--- src/rtl/pokey_pkg.sv ---
// Shared definitions for the POKEY register-bus arbiter: FSM states and chip-select codes.
package pokey_pkg;

    typedef enum logic [1:0] {
        IDLE  = 2'd0,
        ISSUE = 2'd1,
        WHOLD = 2'd2,
        RCAP  = 2'd3
    } state_t;

    localparam logic [1:0] CS_SEL  = 2'b10;
    localparam logic [1:0] CS_IDLE = 2'b01;

endpackage

--- src/rtl/pokey_bus_arbiter.sv ---
// Two-port arbiter in front of IO_core: grants one register access at a time and
// sequences it against the enp slot strobe. All outputs are registered.
module pokey_bus_arbiter
    import pokey_pkg::*;
#(
    parameter int PRIO_MODE = 0,
    parameter int WR_HOLD   = 1
) (
    input  logic       clk,
    input  logic       reset_n,
    input  logic       enp,
    // Handshake: reqN is the valid and must be held until ackN; ackN is a one-clk
    // completion pulse and rdataN is only meaningful while ackN is high.
    input  logic       req0,
    input  logic       we0,
    input  logic [3:0] addr0,
    input  logic [7:0] wdata0,
    output logic       ack0,
    output logic [7:0] rdata0,
    input  logic       req1,
    input  logic       we1,
    input  logic [3:0] addr1,
    input  logic [7:0] wdata1,
    output logic       ack1,
    output logic [7:0] rdata1,
    output logic       RW,
    output logic [1:0] CS,
    output logic [3:0] A,
    output logic [7:0] Dataw,
    input  logic [7:0] Datar,
    output logic       busy,
    output logic [1:0] dbg_state
);

    localparam logic [1:0] HOLD_INIT = 2'(WR_HOLD);

    state_t     state, state_n;
    logic       port_q, port_n;
    logic       we_q, we_n;
    logic       ptr_q, ptr_n;
    logic [1:0] cnt_q, cnt_n;

    logic       rw_n, ack0_n, ack1_n, busy_n;
    logic [1:0] cs_n;
    logic [3:0] a_n;
    logic [7:0] dataw_n, rdata0_n, rdata1_n;

    logic       gnt, sel_we;
    logic [3:0] sel_addr;
    logic [7:0] sel_wdata;

    // Winner when both request: the pointer in round-robin mode, port 0 in fixed mode.
    always_comb begin
        gnt = ~req0;
        if (req0 && req1) begin
            gnt = (PRIO_MODE == 1) ? 1'b0 : ptr_q;
        end
        sel_we    = gnt ? we1    : we0;
        sel_addr  = gnt ? addr1  : addr0;
        sel_wdata = gnt ? wdata1 : wdata0;
    end

    always_comb begin
        state_n  = state;
        port_n   = port_q;
        we_n     = we_q;
        ptr_n    = ptr_q;
        cnt_n    = cnt_q;
        rw_n     = RW;
        cs_n     = CS;
        a_n      = A;
        dataw_n  = Dataw;
        rdata0_n = rdata0;
        rdata1_n = rdata1;
        ack0_n   = 1'b0;
        ack1_n   = 1'b0;

        case (state)
            IDLE: begin
                if (req0 || req1) begin
                    port_n  = gnt;
                    we_n    = sel_we;
                    ptr_n   = ~gnt;
                    rw_n    = ~sel_we;
                    cs_n    = CS_SEL;
                    a_n     = sel_addr;
                    if (sel_we) begin
                        dataw_n = sel_wdata;
                    end
                    state_n = ISSUE;
                end
            end
            ISSUE: begin
                if (enp) begin
                    cs_n = CS_IDLE;
                    rw_n = 1'b1;
                    if (we_q) begin
                        cnt_n   = HOLD_INIT;
                        state_n = WHOLD;
                    end else begin
                        state_n = RCAP;
                    end
                end
            end
            WHOLD: begin
                if (enp) begin
                    if (cnt_q == 2'd1) begin
                        ack0_n  = ~port_q;
                        ack1_n  = port_q;
                        state_n = IDLE;
                    end else begin
                        cnt_n = cnt_q - 2'd1;
                    end
                end
            end
            RCAP: begin
                if (port_q) begin
                    rdata1_n = Datar;
                end else begin
                    rdata0_n = Datar;
                end
                ack0_n  = ~port_q;
                ack1_n  = port_q;
                state_n = IDLE;
            end
            default: state_n = IDLE;
        endcase

        busy_n = (state_n != IDLE);
    end

    always_ff @(posedge clk or negedge reset_n) begin
        if (!reset_n) begin
            state  <= IDLE;
            port_q <= 1'b0;
            we_q   <= 1'b0;
            ptr_q  <= 1'b0;
            cnt_q  <= 2'd0;
            RW     <= 1'b1;
            CS     <= CS_IDLE;
            A      <= 4'd0;
            Dataw  <= 8'd0;
            rdata0 <= 8'd0;
            rdata1 <= 8'd0;
            ack0   <= 1'b0;
            ack1   <= 1'b0;
            busy   <= 1'b0;
        end else begin
            state  <= state_n;
            port_q <= port_n;
            we_q   <= we_n;
            ptr_q  <= ptr_n;
            cnt_q  <= cnt_n;
            RW     <= rw_n;
            CS     <= cs_n;
            A      <= a_n;
            Dataw  <= dataw_n;
            rdata0 <= rdata0_n;
            rdata1 <= rdata1_n;
            ack0   <= ack0_n;
            ack1   <= ack1_n;
            busy   <= busy_n;
        end
    end

    assign dbg_state = state;

endmodule

--- config.mk ---
export PLATFORM = sky130hd
export DESIGN_NAME = pokey_bus_arbiter
export DESIGN_NICKNAME = d
export VERILOG_FILES = /design/src/rtl/pokey_pkg.sv /design/src/rtl/pokey_bus_arbiter.sv
export SDC_FILE = /design/constraint.sdc
export NUM_CORES = 1
export LEC_CHECK = 0
export BUFFER_PORTS_ARGS = -buffer_cell sky130_fd_sc_hd__buf_4
export CAP_MARGIN = 20
export CELL_PAD_IN_SITES_DETAIL_PLACEMENT = 0
export CELL_PAD_IN_SITES_GLOBAL_PLACEMENT = 1
export CORE_MARGIN = 3
export CORE_UTILIZATION = 40
export DETAILED_ROUTE_END_ITERATION = 7
export PLACE_DENSITY_LB_ADDON = 0.1
export SETUP_SLACK_MARGIN = 0.3
export SYNTH_ARGS = -nofsm -noshare
export SYNTH_HDL_FRONTEND = slang
export SYNTH_SLANG_ARGS = --single-unit
--- constraint.sdc ---
create_clock -name clk -period 2.9 [get_ports clk]
set_input_delay 0.29 -clock clk [delete_from_list [all_inputs] [get_ports clk]]
set_output_delay 0.29 -clock clk [all_outputs]
set_load 0.05 [all_outputs]
Yosys cells after proc, flatten, opt, wreduce, memory -nomap -nowiden --
Index checks and enable logic that the tools add are counted.
Storage, ports and cells: output and inout port bits 36, input port bits 39, logic and storage cells 67, register bits after elaboration 41
Operators by class: bitwise gates (word level) 4, add/sub/neg operators 1, multiplexer cells 27, equal/unequal tests 9, reduce and logical (&&, ||, !) cells 12
Operators by type and width (number):
- two-way mux 2 bit | 10
- inequality test 2 bit, second input constant | 5
- two-way mux 1 bit | 9
- two-way mux 8 bit | 1
- one-hot mux 2 bit (2 select lines) | 2
- one-hot mux 2 bit (4 select lines) | 1
- one-hot mux 1 bit (2 select lines) | 3
- AND reduction 2 bit | 3
- AND reduction 3 bit | 2
- nonzero test 2 bit | 3
- AND reduction 5 bit | 1
- == test 2 x 1 -> 1 bit, second input constant | 2
- == test 2 bit, second input constant | 2
- two-way mux 4 bit | 1
- inverter 1 bit | 4
- logical NOT 2 bit | 1
- subtractor 2 x 1 -> 2 bit, second input constant | 1
- logical AND 1 bit | 1
- logical OR 1 bit | 1

Logic depth before layout (Yosys ltp) --
depth in word-level cells 6, gate-level depth with buffers 5, mapped depth without buffers 5

Worst setup path after synthesis --
Ideal clock, no wire load.
path kind register to register, from register state[1], in the netlist dbg_state[1], to register Dataw[0], period minus slack after synthesis 1.742 ns, required time 2.775 ns, path buffers 2, slack 1.158 ns, arrival 1.617 ns, library setup time 0.125 ns, cell stages (with the launch flop) 6, cells stage by stage dfrtp_1 buf_6 nor4bb_1 a32o_2 buf_6 mux2_4
Between the ends: word-level cells in the longest chain between the ends 2
Ends and longest elaborated chain:
- start, declared | RTL line pokey_bus_arbiter.sv:37 | state_t state, state_n;
- start signal, assigned | RTL line pokey_bus_arbiter.sv:149 | state <= state_n;
- logical NOT 2 bit | RTL line pokey_bus_arbiter.sv:78 | case (state)
- AND reduction 3 bit (no source line)
- end signal, assigned | RTL line pokey_bus_arbiter.sv:157 | Dataw <= dataw_n;
- end, declared | RTL line pokey_bus_arbiter.sv:29 | output logic [7:0] Dataw,
Every way passes these cells. A chain may end at the register's enable or synchronous reset.

Worst setup path in the final report --
from register ptr_q, to register Dataw[2]
Between the ends: word-level cells in the longest chain between the ends 3, elaborated cells on any way between the ends 4, those cells by class mux: 3; reduce/logical: 1
Ends and longest elaborated chain:
- start, declared | RTL line pokey_bus_arbiter.sv:40 | logic ptr_q, ptr_n;
- start signal, assigned | RTL line pokey_bus_arbiter.sv:152 | ptr_q <= ptr_n;
- two-way mux 1 bit (*) | RTL line pokey_bus_arbiter.sv:55 | if (req0 && req1) begin
- two-way mux 1 bit | RTL line pokey_bus_arbiter.sv:58 | sel_we = gnt ? we1 : we0;
- AND reduction 3 bit (no source line)
Every way passes the cells marked *; elsewhere a longest branch is shown, timed or not.

==> results.txt <==
The worst-margin pin slew came out at ~520 ps. The worst setup path is of the reg2reg kind. The worst register-to-register path ends at Dataw[2]. In the layout the commonest cells are sky130_fd_sc_hd__buf_4, sky130_fd_sc_hd__dfrtp_1, sky130_fd_sc_hd__mux2_2, sky130_fd_sc_hd__nand2_1, sky130_fd_sc_hd__mux2_4. Setup repair after global routing left no endpoint under its margin.

The total clock buffers created by CTS came out at 5. The synthesized design devotes to its leading area cell type between 50% and 60% of total area. The number of global-route vias before repair came out at ~1300. The wire length per cell came out at roughly 15 µm.

The initialized floorplan defines 23 standard-cell rows. The number of buffers added on ports is between 70 and 80. The count of final hold-check violations came out at 0.

The worst register-to-register path begins at ptr_q. The share of the Yosys chip area taken by registers is between 50% and 60%. Routability-driven placement finished with a final weighted congestion of approximately 0.8.

The number of pins with negative max-slew slack in the final report came out at 0. The number of gates resized after CTS was 0. The number of H-tree branching levels came out at 2. The clock latency on the worst-skew pair is ~290 ps.

The synthesis warning total is 0. The post-detailed-route via-to-cell ratio came out at just over 5. The share of cells above drive strength 1 is between 60% and 70%. The cell area that synthesis handed to floorplanning was 1830 µm². CTS saw between 40 and 50 sinks. The number of antenna diodes came out at 0. After detailed routing, the number of remaining DRC violations is 0.

In this run the horizontal extent of the chip is ~74 µm. The final wirelength came out at between 3000 and 4000 µm. The overall track demand over capacity in global routing is about 15%. For this run the aggregate overflow at the end of global routing stands at 0.

The origin of the worst min-delay path is Datar[0]. The required arrival time at the worst endpoint is 3070 ps. The die outline area came out at between 5000 and 6000 µm². Synthesis handed over a netlist of ~130 instances. The run finished with clean final reports. The number of buffer and inverter instances along the worst setup path is 0. The detailed-placement wirelength estimate is around 2900 µm. For hold timing, the worst endpoint is rdata1[0]. The synthesized design spends more area on one cell type than any other, namely sky130_fd_sc_hd__dfrtp_1. The maximum clock frequency came out at between 0.5 and 0.6 GHz. The remaining max-slew budget at the tightest pin came out at between 60 and 70%. The class of the tightest hold or removal check is in2reg. Counting instances, the worst hold path has a depth of 2. On the critical path, the stage with the largest delay is an instance of sky130_fd_sc_hd__a32o_2.

The library cell used most frequently in the layout, excluding fill and tap cells, is sky130_fd_sc_hd__buf_4. The clock period minus worst slack came out at between 1500 and 2000 ps. The flop-to-flop setup slack is ~1100 ps.

The number of stages on the worst setup path came out at 3. STA classifies the critical path endpoint as a flip-flop. Between clock sinks in the finished design, the worst skew comes to around 6.2 ps. The number of fill cells in the layout came out at 353. Along the worst path, the maximum fanout reaches 15.

For this design the top-level I/O count stands at 75. The relative area change from synthesis to final layout came out at 36.5%. In the post-synthesis netlist, the biggest area contributors are sky130_fd_sc_hd__dfrtp_1, sky130_fd_sc_hd__mux2_2, sky130_fd_sc_hd__mux2_4. The maximum number of pins on one net before global-route repair came out at 42. The final total power came out at ~3.4 mW.

The ratio of final minimum period to clock period is 62.0%. The element type at the critical path start is a flip-flop. The maximum single-stage delay on the critical path is ~490 ps.

The quantity of hold-fixing buffers added after cts came out at 1. The root buffer cell chosen for the clock tree is sky130_fd_sc_hd__clkbuf_8. The number of optimization iterations in the first detailed-route pass came out at 4. The number of buffers inserted by post-CTS setup repair is 0. The number of nets in the finished design came out at 245.

The via count is ~1300. The signal arrival time at the worst endpoint came out at about 2000 ps. The clock-pin slew on the worst setup and hold paths is 70 ps. The core area came out at ~4200 µm².

The distinct cell type count of the synthesized netlist is 25. The number of nets handed over by synthesis was roughly 170. Setup violations remaining at the end of the flow were counted as 0. The count of nets left with antenna violations once routing finished came out at 0. The maximum clock path buffer count came out at 2.

TritonCTS built the clock tree. Counting cells, the worst reg-to-reg path comes to 3. The power density of the placed cells came out at around 1300 nW/µm². The leakage power summed over all cells came out at roughly 1.2 nW. The number of antenna violations at the first check in global routing is 0. A synthesized cell averages approximately 15 µm². The critical path goes through a21boi_4, a32o_2, mux2_4. The number of max-cap violations came out at 0. The initial utilization of the core area, before any placement, comes to between 40 and 50%. The number of violations reported at the end of detailed-routing iteration 0 is 56. The number of synthesized register bits is just over 40. The top cell family by delay on the critical path is compound AO/OA/AOI/OAI gates. The wire length of the first global-routing pass came out at just over 6000 µm.

The vertical extent of the die came out at about 74 µm. After routing, the total negative slack on setup checks comes to 0 ps. VDD sags by at most about 0.76 mV.
logic make-up after synthesis:
logic type,after synthesis,share of synthesized area [%]
adders and majority gates,2,1.37
DFF,41,56.1
and+or+nand+nor,21,6.15
muxes,44,28.6
AOI/OAI and AO/OA,9,4.24
buffers and inverters,9,3.55
metal layers:
metal  routed length, µm  vias up  global-route usage [%]  share of wire, %
met1                1540      628                    18.6                40
li1                    -      596                       -                 -
met4                  45        0                    4.23               1.2
met5                   0        -                       0                 0
met3                 343        7                    5.06               8.9
met2                1920       61                    25.2                50
report_power, final:
part	switching, mW	internal [mW]
combinational	1.24	0.718
sequential	0.184	0.864
clock	0.181	0.167
total	1.60	1.75
state kept, by name, summed over array words and instances, names as in the netlist, 2 cells and up:
signal	flops
dbg_state	2
rdata0	8
A	4
Dataw	8
CS	2
cnt_q	2
rdata1	8
cells in the mapped netlist:
| library cell | n |
|---|---|
| sky130_fd_sc_hd__dfrtp_1 | 39 |
| sky130_fd_sc_hd__mux2_2 | 34 |
| sky130_fd_sc_hd__nand2_1 | 9 |
| sky130_fd_sc_hd__mux2_4 | 8 |
| sky130_fd_sc_hd__buf_6 | 4 |
| sky130_fd_sc_hd__inv_1 | 4 |
| sky130_fd_sc_hd__nand3_1 | 3 |
| sky130_fd_sc_hd__nor3b_1 | 3 |
| sky130_fd_sc_hd__dfstp_2 | 2 |
| sky130_fd_sc_hd__ha_1 | 2 |
| sky130_fd_sc_hd__mux2i_1 | 2 |
| sky130_fd_sc_hd__nor2b_1 | 2 |
| sky130_fd_sc_hd__o21ai_1 | 2 |
| sky130_fd_sc_hd__a21bo_2 | 1 |
| sky130_fd_sc_hd__a21boi_4 | 1 |
| sky130_fd_sc_hd__a21o_1 | 1 |
| sky130_fd_sc_hd__a21oi_1 | 1 |
| sky130_fd_sc_hd__a22o_1 | 1 |
| sky130_fd_sc_hd__a31oi_1 | 1 |
| sky130_fd_sc_hd__a32o_2 | 1 |
| sky130_fd_sc_hd__and3b_1 | 1 |
| sky130_fd_sc_hd__buf_2 | 1 |
| sky130_fd_sc_hd__nand2b_1 | 1 |
| sky130_fd_sc_hd__nor2_1 | 1 |
| sky130_fd_sc_hd__nor4bb_1 | 1 |
metrics by stage:
step	setup slack (ps)	utilization [%]	std cells	instance area (µm²)	hold WS, ps
2_1_floorplan	1160	-	126	1830	-5.59
3_3_place_gp	1150	57.3	246	2410	286
3_5_place_dp	1080	57.3	246	2410	300
4_1_cts	1090	59.5	255	2500	234
5_1_grt	990	59.5	255	2500	235
6_report	1100	59.5	255	2500	244
cell type report:
type	count	area (µm²)	share of cell area, %
Sequential cell	41	1030	41.1
Inverter	4	15.0	0.601
Clock inverter	2	10.0	0.400
Timing Repair Buffer	76	573	22.9
Tap cell	50	62.6	2.50
Multi-Input combinational cell	76	738	29.5
Clock buffer	6	72.6	2.90
how the worst max path moves through the flow:
stage | end | startpoint
finish | Dataw[2] | ptr_q
global route | Dataw[2] | ptr_q
CTS | Dataw[2] | ptr_q
detailed placement | Dataw[0] | req1
global placement | Dataw[5] | req1
floorplan | Dataw[0] | dbg_state[1]
No activity file was read; power rests on OpenSTA's default activity.
